File: src/rtl/cmp_iter.sv
// Iterative chunked magnitude comparator: scans operands MSB chunk first and stops
// at the first differing chunk, then produces EQ/GT/LT/NE/GE/MIN/MAX results.
module cmp_iter #(
  parameter int OPERAND_WIDTH = 8,
  parameter int CHUNK_WIDTH   = 4
) (
  input  logic                     CLK,
  input  logic                     RST,
  input  logic [OPERAND_WIDTH-1:0] A,
  input  logic [OPERAND_WIDTH-1:0] B,
  input  logic [2:0]               ALU_FUN,
  input  logic                     SIGNED,
  input  logic                     CMP_Enable,
  output logic                     CMP_Busy,
  output logic                     CMP_Flag,
  output logic [OPERAND_WIDTH-1:0] CMP_OUT,
  output logic [1:0]               CMP_Rel
);

  localparam int NCHUNK = OPERAND_WIDTH / CHUNK_WIDTH;
  localparam int IDX_W  = (NCHUNK > 1) ? $clog2(NCHUNK) : 1;
  localparam logic [IDX_W-1:0] IDX_TOP = IDX_W'(NCHUNK - 1);

  localparam logic [2:0] FUN_NOP = 3'b000;
  localparam logic [2:0] FUN_EQ  = 3'b001;
  localparam logic [2:0] FUN_GT  = 3'b010;
  localparam logic [2:0] FUN_LT  = 3'b011;
  localparam logic [2:0] FUN_NE  = 3'b100;
  localparam logic [2:0] FUN_GE  = 3'b101;
  localparam logic [2:0] FUN_MIN = 3'b110;
  localparam logic [2:0] FUN_MAX = 3'b111;

  localparam logic [1:0] REL_EQ = 2'b01;
  localparam logic [1:0] REL_GT = 2'b10;
  localparam logic [1:0] REL_LT = 2'b11;

  typedef enum logic {IDLE, SCAN} state_t;

  state_t                   state_reg, state_next;
  logic [IDX_W-1:0]         idx_reg, idx_next;
  logic [OPERAND_WIDTH-1:0] a_reg, a_next;
  logic [OPERAND_WIDTH-1:0] b_reg, b_next;
  logic [2:0]               fun_reg, fun_next;
  logic                     sgn_reg, sgn_next;
  logic [OPERAND_WIDTH-1:0] out_reg, out_next;
  logic [1:0]               rel_reg, rel_next;
  logic                     flag_reg, flag_next;

  logic [CHUNK_WIDTH-1:0]   a_chunks [NCHUNK];
  logic [CHUNK_WIDTH-1:0]   b_chunks [NCHUNK];
  logic [CHUNK_WIDTH-1:0]   a_chunk, b_chunk;
  logic [1:0]               chunk_rel;
  logic [OPERAND_WIDTH-1:0] result;

  for (genvar gi = 0; gi < NCHUNK; gi++) begin : g_chunk
    assign a_chunks[gi] = a_reg[gi*CHUNK_WIDTH +: CHUNK_WIDTH];
    assign b_chunks[gi] = b_reg[gi*CHUNK_WIDTH +: CHUNK_WIDTH];
  end

  // Flipping the sign bit of the top chunk maps two's-complement order onto
  // unsigned order, so the same chunk comparator serves both modes.
  always_comb begin
    a_chunk = a_chunks[idx_reg];
    b_chunk = b_chunks[idx_reg];
    if (sgn_reg && (idx_reg == IDX_TOP)) begin
      a_chunk[CHUNK_WIDTH-1] = ~a_chunk[CHUNK_WIDTH-1];
      b_chunk[CHUNK_WIDTH-1] = ~b_chunk[CHUNK_WIDTH-1];
    end
  end

  always_comb begin
    if (a_chunk == b_chunk)     chunk_rel = REL_EQ;
    else if (a_chunk > b_chunk) chunk_rel = REL_GT;
    else                        chunk_rel = REL_LT;
  end

  always_comb begin
    result = '0;
    case (fun_reg)
      FUN_EQ:  result = OPERAND_WIDTH'(chunk_rel == REL_EQ);
      FUN_GT:  result = OPERAND_WIDTH'(chunk_rel == REL_GT);
      FUN_LT:  result = OPERAND_WIDTH'(chunk_rel == REL_LT);
      FUN_NE:  result = OPERAND_WIDTH'(chunk_rel != REL_EQ);
      FUN_GE:  result = OPERAND_WIDTH'(chunk_rel != REL_LT);
      FUN_MIN: result = (chunk_rel == REL_GT) ? b_reg : a_reg;
      FUN_MAX: result = (chunk_rel == REL_LT) ? b_reg : a_reg;
      default: result = '0;
    endcase
  end

  always_ff @(posedge CLK or negedge RST) begin
    if (!RST) begin
      state_reg <= IDLE;
      idx_reg   <= IDX_TOP;
      a_reg     <= '0;
      b_reg     <= '0;
      fun_reg   <= FUN_NOP;
      sgn_reg   <= 1'b0;
      out_reg   <= '0;
      rel_reg   <= 2'b00;
      flag_reg  <= 1'b0;
    end else begin
      state_reg <= state_next;
      idx_reg   <= idx_next;
      a_reg     <= a_next;
      b_reg     <= b_next;
      fun_reg   <= fun_next;
      sgn_reg   <= sgn_next;
      out_reg   <= out_next;
      rel_reg   <= rel_next;
      flag_reg  <= flag_next;
    end
  end

  always_comb begin
    state_next = state_reg;
    idx_next   = idx_reg;
    a_next     = a_reg;
    b_next     = b_reg;
    fun_next   = fun_reg;
    sgn_next   = sgn_reg;
    out_next   = out_reg;
    rel_next   = rel_reg;
    flag_next  = 1'b0;
    case (state_reg)
      IDLE: begin
        if (CMP_Enable) begin
          if (ALU_FUN != FUN_NOP) begin
            a_next     = A;
            b_next     = B;
            fun_next   = ALU_FUN;
            sgn_next   = SIGNED;
            idx_next   = IDX_TOP;
            state_next = SCAN;
          end else begin
            out_next = '0;
            rel_next = 2'b00;
          end
        end
      end
      SCAN: begin
        // Early termination on the first differing chunk; the last chunk always decides.
        if ((chunk_rel != REL_EQ) || (idx_reg == '0)) begin
          rel_next   = chunk_rel;
          out_next   = result;
          flag_next  = 1'b1;
          idx_next   = IDX_TOP;
          state_next = IDLE;
        end else begin
          idx_next = idx_reg - 1'b1;
        end
      end
      default: state_next = IDLE;
    endcase
  end

  assign CMP_Busy = (state_reg == SCAN);
  assign CMP_Flag = flag_reg;
  assign CMP_OUT  = out_reg;
  assign CMP_Rel  = rel_reg;

endmodule

File: config.mk
export PLATFORM = sky130hd
export DESIGN_NAME = cmp_iter
export DESIGN_NICKNAME = d
export VERILOG_FILES = /design/src/rtl/cmp_iter.sv
export SDC_FILE = /design/constraint.sdc
export NUM_CORES = 1
export LEC_CHECK = 0
export ABC_AREA = 1
export BUFFER_PORTS_ARGS = -buffer_cell sky130_fd_sc_hd__buf_2
export CAP_MARGIN = 20
export CORE_MARGIN = 10
export CORE_UTILIZATION = 55
export CTS_CLUSTER_SIZE = 40
export DETAILED_ROUTE_END_ITERATION = 12
export PLACE_DENSITY = 0.79
export REMOVE_ABC_BUFFERS = 1
export SLEW_MARGIN = 20
export SYNTH_ARGS = -nofsm -noshare
export SYNTH_HDL_FRONTEND = slang
export SYNTH_SLANG_ARGS = --single-unit
File: constraint.sdc
create_clock -name CLK -period 2.9 [get_ports CLK]
set_input_delay 0.29 -clock CLK [delete_from_list [all_inputs] [get_ports CLK]]
set_output_delay 0.29 -clock CLK [all_outputs]
set_load 0.005 [all_outputs]
==> results of run 1 <==
-- worst max-delay path, stage by stage, from the launching register on --
cell and delay (ns):
dfstp_2 0.69, inv_1 0.15, o21ai_0 0.22, ha_1 0.31, a21oi_4 0.24, nand2_4 0.09
nand2_4 0.18, inv_1 0.10, nor2_1 0.09, o21ai_1 0.07, nand2_1 0.07, nand2_1 0.05
-- layer usage --
layer / wire, um / track usage
met5: 0 / 0
met3: 311 / 0.04730
met4: 0 / 0.04839
met1: 1787 / 0.1678
met2: 1904 / 0.2170
-- cell usage in the layout (no fill, tap or decap), types with 5 or more instances in the layout --
master,instances
dfrtp_1,32
o211ai_2,5
nand2_2,7
nand3_1,5
nor2_1,23
a21oi_1,15
buf_2,34
inv_1,22
clkbuf_4,5
o211ai_1,8
mux2_2,5
nand2_1,59
o21ai_0,9
-- worst max-delay path by stage --
stage	startpoint	to	slack (ns)	cells after the start
6_report	idx_reg	CMP_OUT[5]	0.51	11
5_1_grt	idx_reg	CMP_OUT[6]	0.27	11
4_1_cts	idx_reg	CMP_OUT[5]	0.53	11
3_5_place_dp	idx_reg	CMP_OUT[5]	0.56	11
3_3_place_gp	idx_reg	CMP_OUT[6]	0.66	12
2_1_floorplan	idx_reg	CMP_OUT[5]	0.81	12
-- power groups by stage --
stage | clock [mW] | sequential (mW) | combinational, mW
after global placement | 0 | 0.777 | 1.75
after floorplan | 0 | 0.756 | 1.45
final | 0.235 | 0.777 | 1.81
after global routing | 0.269 | 0.801 | 2.03
after CTS | 0.243 | 0.774 | 1.82
after detailed placement | 0 | 0.783 | 1.81
-- final cells by class --
type                            instances  area (um^2)  share of cell area
Multi-Input combinational cell        164        955.9              0.4409
Timing Repair Buffer                   35        177.7             0.08194
Clock buffer                            8        48.80             0.02250
Tap cell                               46        57.56             0.02654
Inverter                               26        101.3             0.04674
Sequential cell                        33        827.0              0.3814
-- per-stage QoR --
stage | hold WS [ns] | util
CTS | 0.02468 | 0.6447
detailed placement | 0.3850 | 0.6302
floorplan | -0.005591 | -
global route | 0.04112 | 0.6447
global placement | 0.3787 | 0.6302
finish | 0.007606 | 0.6447
-- cells by family after synthesis --
| kind of cell | count (synthesis) | synth area share |
|---|---|---|
| mux | 5 | 0.02924 |
| fa+ha+maj | 4 | 0.02599 |
| flops | 33 | 0.4295 |
| simple gates | 107 | 0.2625 |
| xor+xnor | 2 | 0.009098 |
| compound gates | 46 | 0.1696 |
| buf+inv | 32 | 0.07407 |
==> impl_metrics.py, run 1 <==
metrics = {
    "status": {
        "run_status": "finished, final reports clean",
    },
    "cells_and_area": {
        "final_nets": 292,
        "drive_gt1_frac": 0.2744,
        "antenna_cells": 0,
        "n_fill_cell": 329,
        "synthToLayoutAreaGrowth_pct": 12.61,
        "final_cells": 312,
        "fin_area_um2": 2168,
    },
    "setup_path": {
        "r2r_slack_ns": 0.51,
        "r2r_cells": 11,
        "rr_startpoint": "idx_reg",
        "r2r_end": "CMP_OUT[5]",
        "crit_path_max_fanout": 16,
        "cp_data_arrival_time_ns": 2.61,
        "critPathLaunchType": "flip-flop",
        "end_kind": "flip-flop",
        "cp.required_ns": 3.12,
        "criticalPathCategory": "reg2reg",
    },
    "global_routing": {
        "grt_use_total": 0.1367,
        "globalRouteOverflowTotal": 0,
        "grt_pass1_vias": 1610,
        "antenna_found_initial": 0,
        "grt_pass1_wl_um": 7079,
        "grt_max_degree": 34,
    },
    "power_and_ir_drop": {
        "cellPowerDensity_nw_per_um2": 1300,
        "total_power_mw": 2.818,
        "power.switching_mw": 1.478,
        "p_leak_nw": 1.131,
        "seq_power_share": 0.276,
        "intPower_mw": 1.340,
        "swShare": 0.5245,
        "p_clk_frac": 0.083,
        "ir_worst_vdd_v": 0.0007667,
        "combPwrFrac": 0.641,
    },
    "floorplanning": {
        "start_util": 0.5725,
        "design.portCount": 35,
        "rows": 21,
        "coreArea_um2": 3363,
        "die_h_um": 79.17,
        "dieWidth_um": 79.17,
        "die-area_um2": 6268,
    },
    "clocking": {
        "cts_buffers": 5,
        "cts_tree": "yes",
        "clk_pin_slew_ns": 0.10,
        "clock_latency_ns": 0.32,
        "htree_num_levels": 2,
        "ctsHoldBuffers": 0,
        "clockBufferDepth": 2,
        "cts_num_sinks": 33,
        "ctsResizeCount": 0,
        "cts_setup_buffers": 0,
        "cts_root_buf": "clkbuf_4",
    },
    "sta": {
        "period_needed_ns": 2.391,
        "fin_tns_setup_ns": 0,
        "fin_crit_sh": 0.8245,
        "worst_pin_slew_ns": 0.7141,
        "skew_ns": 0.008122,
        "timing.fmax_ghz": 0.4182,
        "rsz0062_at_grt": "no",
        "hold_viol_final": 0,
        "setup_ws_ns": 0.5089,
        "max_slew_margin": 0.5240,
        "drv_slew": 0,
        "setup_viol": 0,
    },
    "logic_synthesis": {
        "synth_edf_count": 0,
        "synth_area_leaders": "dfrtp_1, nand2_1, nor2_1",
        "syn_inst": 229,
        "yosysMostFrequentCell": "nand2_1",
        "ys.flop_type": "dfrtp_1",
        "synth_common_cells": "nand2_1, dfrtp_1, nor2_1",
        "ys_types": 32,
        "avgSynthCellArea_um2": 8.409,
        "synthesis.area_um2": 1926,
        "yosys.area.top_type": "dfrtp_1",
        "ys_warn_count": 0,
        "ys_seq_area_frac": 0.4295,
        "synth-async-reset-ratio": 1.000,
        "ys_ff_latch": 33,
        "netlist.area_leader.share": 0.4159,
    },
    "routing": {
        "ant_nets": 0,
        "first_iter_violations": 107,
        "wl_per_cell_um": 12.83,
        "vias": 1610,
        "first_pass_iters": 4,
        "drt_wl_total_um": 4004,
        "drcViolationCount": 0,
        "viasPerCell": 5.160,
    },
    "placement": {
        "placed_cell_area_um2": 2120,
        "place_ws_ns": 0.5577,
        "dp_hpwl_um": 3141,
        "dp_cells": 304,
        "io_buffers": 34,
        "place.gp.congestion": 0.8451,
    },
    "worst_hold_path": {
        "hp-class": "in2async",
    },
    "run": {
        "drv_cap": 0,
    },
}
Power figures use the tool's default switching activity.
==> run 2, diff against run 1 <==
- CORE_UTILIZATION: 55 -> 50
- PLACE_DENSITY: 0.79 -> 0.76
- clock period: 2.9 -> 2.1 ns (I/O delays scaled with it)
==> run 2 against run 1 <==
The flow now finishes with violations (setup timing); clock-buffer cell count is the same; largest power group unchanged; sequential cell count stayed put; worst setup slack worse by 0.55 ns; critical endpoint is now CMP_OUT[1]; die area up 7.4%; first-iteration DRC count rose by 16%.
==> impl_metrics.py, run 2 (synthesis gave the netlist of run 1 again) <==
metrics = {
    "floorplanning": {
        "die-area_um2": 6733,
        "start_util": 0.5220,
        "dieWidth_um": 82.06,
        "coreArea_um2": 3689,
        "die_h_um": 82.06,
        "design.portCount": 35,
        "rows": 22,
    },
    "global_routing": {
        "grt_max_degree": 34,
        "globalRouteOverflowTotal": 0,
        "grt_pass1_wl_um": 6920,
        "grt_use_total": 0.1322,
        "grt_pass1_vias": 1522,
        "antenna_found_initial": 0,
    },
    "setup_path": {
        "cp_data_arrival_time_ns": 2.31,
        "cp_slowest_stage_delay_ns": 0.56,
        "crit_path_max_fanout": 8,
        "criticalPathCategory": "reg2reg",
        "cp_top_family": "compound AO/OA/AOI/OAI gates",
        "critPathLaunchType": "flip-flop",
        "cp.required_ns": 2.27,
        "crit_buf_inv": 1,
        "critPathSlowestCell": "dfstp_2",
        "crit_top_cell": "nand2_1",
        "end_kind": "flip-flop",
        "crit_chain": "buf_4 -> a21oi_1 -> ha_1 -> a21oi_4 -> nand3_2 -> o211ai_1 -> nand2_1 -> nand2_1 -> nand2_1",
    },
    "power_and_ir_drop": {
        "swShare": 0.5065,
        "cellPowerDensity_nw_per_um2": 1907,
        "combPwrFrac": 0.660,
        "seq_power_share": 0.232,
        "power.switching_mw": 2.260,
        "ir_worst_vdd_v": 0.0009824,
        "p_leak_nw": 1.214,
        "p_clk_frac": 0.108,
        "intPower_mw": 2.202,
    },
    "cells_and_area": {
        "layout_commonest_cell": "nand2_1",
        "layout_common_cells": "nand2_1, buf_2, dfrtp_1",
        "synthToLayoutAreaGrowth_pct": 21.51,
        "multiInputGateArea_um2": 993.5,
        "fin_area_um2": 2340,
        "antenna_cells": 0,
        "final_nets": 305,
        "drive_gt1_frac": 0.3118,
        "n_fill_cell": 327,
        "seq_area_um2": 827.0,
    },
    "sta": {
        "worst_pin_slew_ns": 0.7183,
        "max_slew_margin": 0.5211,
        "period_needed_ns": 2.138,
        "setup_viol": 2,
        "setup_ws_ns": -0.03796,
        "fin_tns_setup_ns": -0.04393,
        "drv_slew": 0,
        "fin_crit_sh": 1.018,
        "hold_viol_final": 0,
        "timing.fmax_ghz": 0.4677,
        "rsz0062_at_grt": "yes",
        "skew_ns": 0.008504,
    },
    "clocking": {
        "cts_root_buf": "clkbuf_8",
        "cts_tree": "yes",
        "cts_num_sinks": 33,
        "htree_num_levels": 2,
        "clockBufferDepth": 2,
        "clk_pin_slew_ns": 0.06,
        "clock_latency_ns": 0.29,
        "cts_buffers": 5,
    },
    "routing": {
        "drt_wl_total_um": 4303,
        "vias": 1664,
        "viasPerCell": 5.089,
        "drcViolationCount": 0,
        "first_pass_iters": 4,
        "wl_per_cell_um": 13.16,
        "ant_nets": 0,
        "first_iter_violations": 124,
    },
    "placement": {
        "io_buffers": 34,
        "placed_cell_area_um2": 2182,
        "place.gp.congestion": 0.8621,
        "dp_hpwl_um": 3115,
    },
    "status": {
        "run_status": "finished, violations left",
        "violations": "setup timing",
    },
    "run": {
        "drv_cap": 0,
    },
    "worst_hold_path": {
        "hp-class": "in2reg",
    },
}
## run 2: cell count changes in the layout (fill, tap and decap cells not counted), moves of 3 or more
cell and delta:
buf_4 +8, clkbuf_8 +6, clkbuf_4 -5, o21ai_0 -3, o21ai_1 +3
## run 2: per-layer routing
metal	vias to the layer above	part of all wire	global-route usage
li1	848	-	-
met3	7	0.068	0.05677
met2	44	0.45	0.1873
met1	765	0.47	0.1756
met5	-	0	0
met4	0	0.014	0.04592
## run 2: through the flow
step | power [mW] | setup WS (ns) | util | hold WS [ns] | instances
finish | 4.462 | -0.03796 | 0.6343 | 0.1549 | 327
global route | 4.863 | -0.1257 | 0.6343 | 0.1403 | 327
floorplan | 3.044 | 0.007325 | - | -0.08559 | 223
CTS | 4.137 | 0.01040 | 0.6187 | 0.1454 | 323
detailed placement | 3.641 | 0.01017 | 0.5916 | 0.3080 | 314
global placement | 3.591 | 0.07119 | 0.5916 | 0.3008 | 314
## run 2: repair_timing
item                                   CTS  global route
endpoints found under the hold margin   10             0
setup endpoints to repair                0            10
buffers inserted                         0             1
hold buffers                             1             0
gates resized for setup                  0             8
## run 2: final cells by class
class | count | area share
multi-input cells | 166 | 0.4246
flip-flops and latches | 33 | 0.3535
repair buffers | 45 | 0.1107
inverters | 26 | 0.04385
clock buffers | 8 | 0.03850
well taps | 48 | 0.02567
repair inverters | 1 | 0.003209
## run 2: power by group through the flow
stage	clock, mW	sequential [mW]	combinational, mW
detailed placement	0	1.04	2.60
finish	0.483	1.03	2.95
floorplan	0	1.04	2.00
global route	0.532	1.06	3.27
CTS	0.499	1.03	2.61
global placement	0	1.03	2.56
## run 2: worst paths after layout
path,startpoint,to,slack (ns),cells past startpoint
hold / removal,SIGNED,sgn_reg,0.15,2
min in group asynchronous,RST,a_reg[5],0.52,2
setup reg to reg,idx_reg,CMP_OUT[1],-0.04,9
setup / recovery,idx_reg,CMP_OUT[1],-0.04,9
max in group asynchronous,RST,CMP_OUT[1],1.12,2
hold reg to reg,CMP_OUT[1],CMP_OUT[1],0.47,2
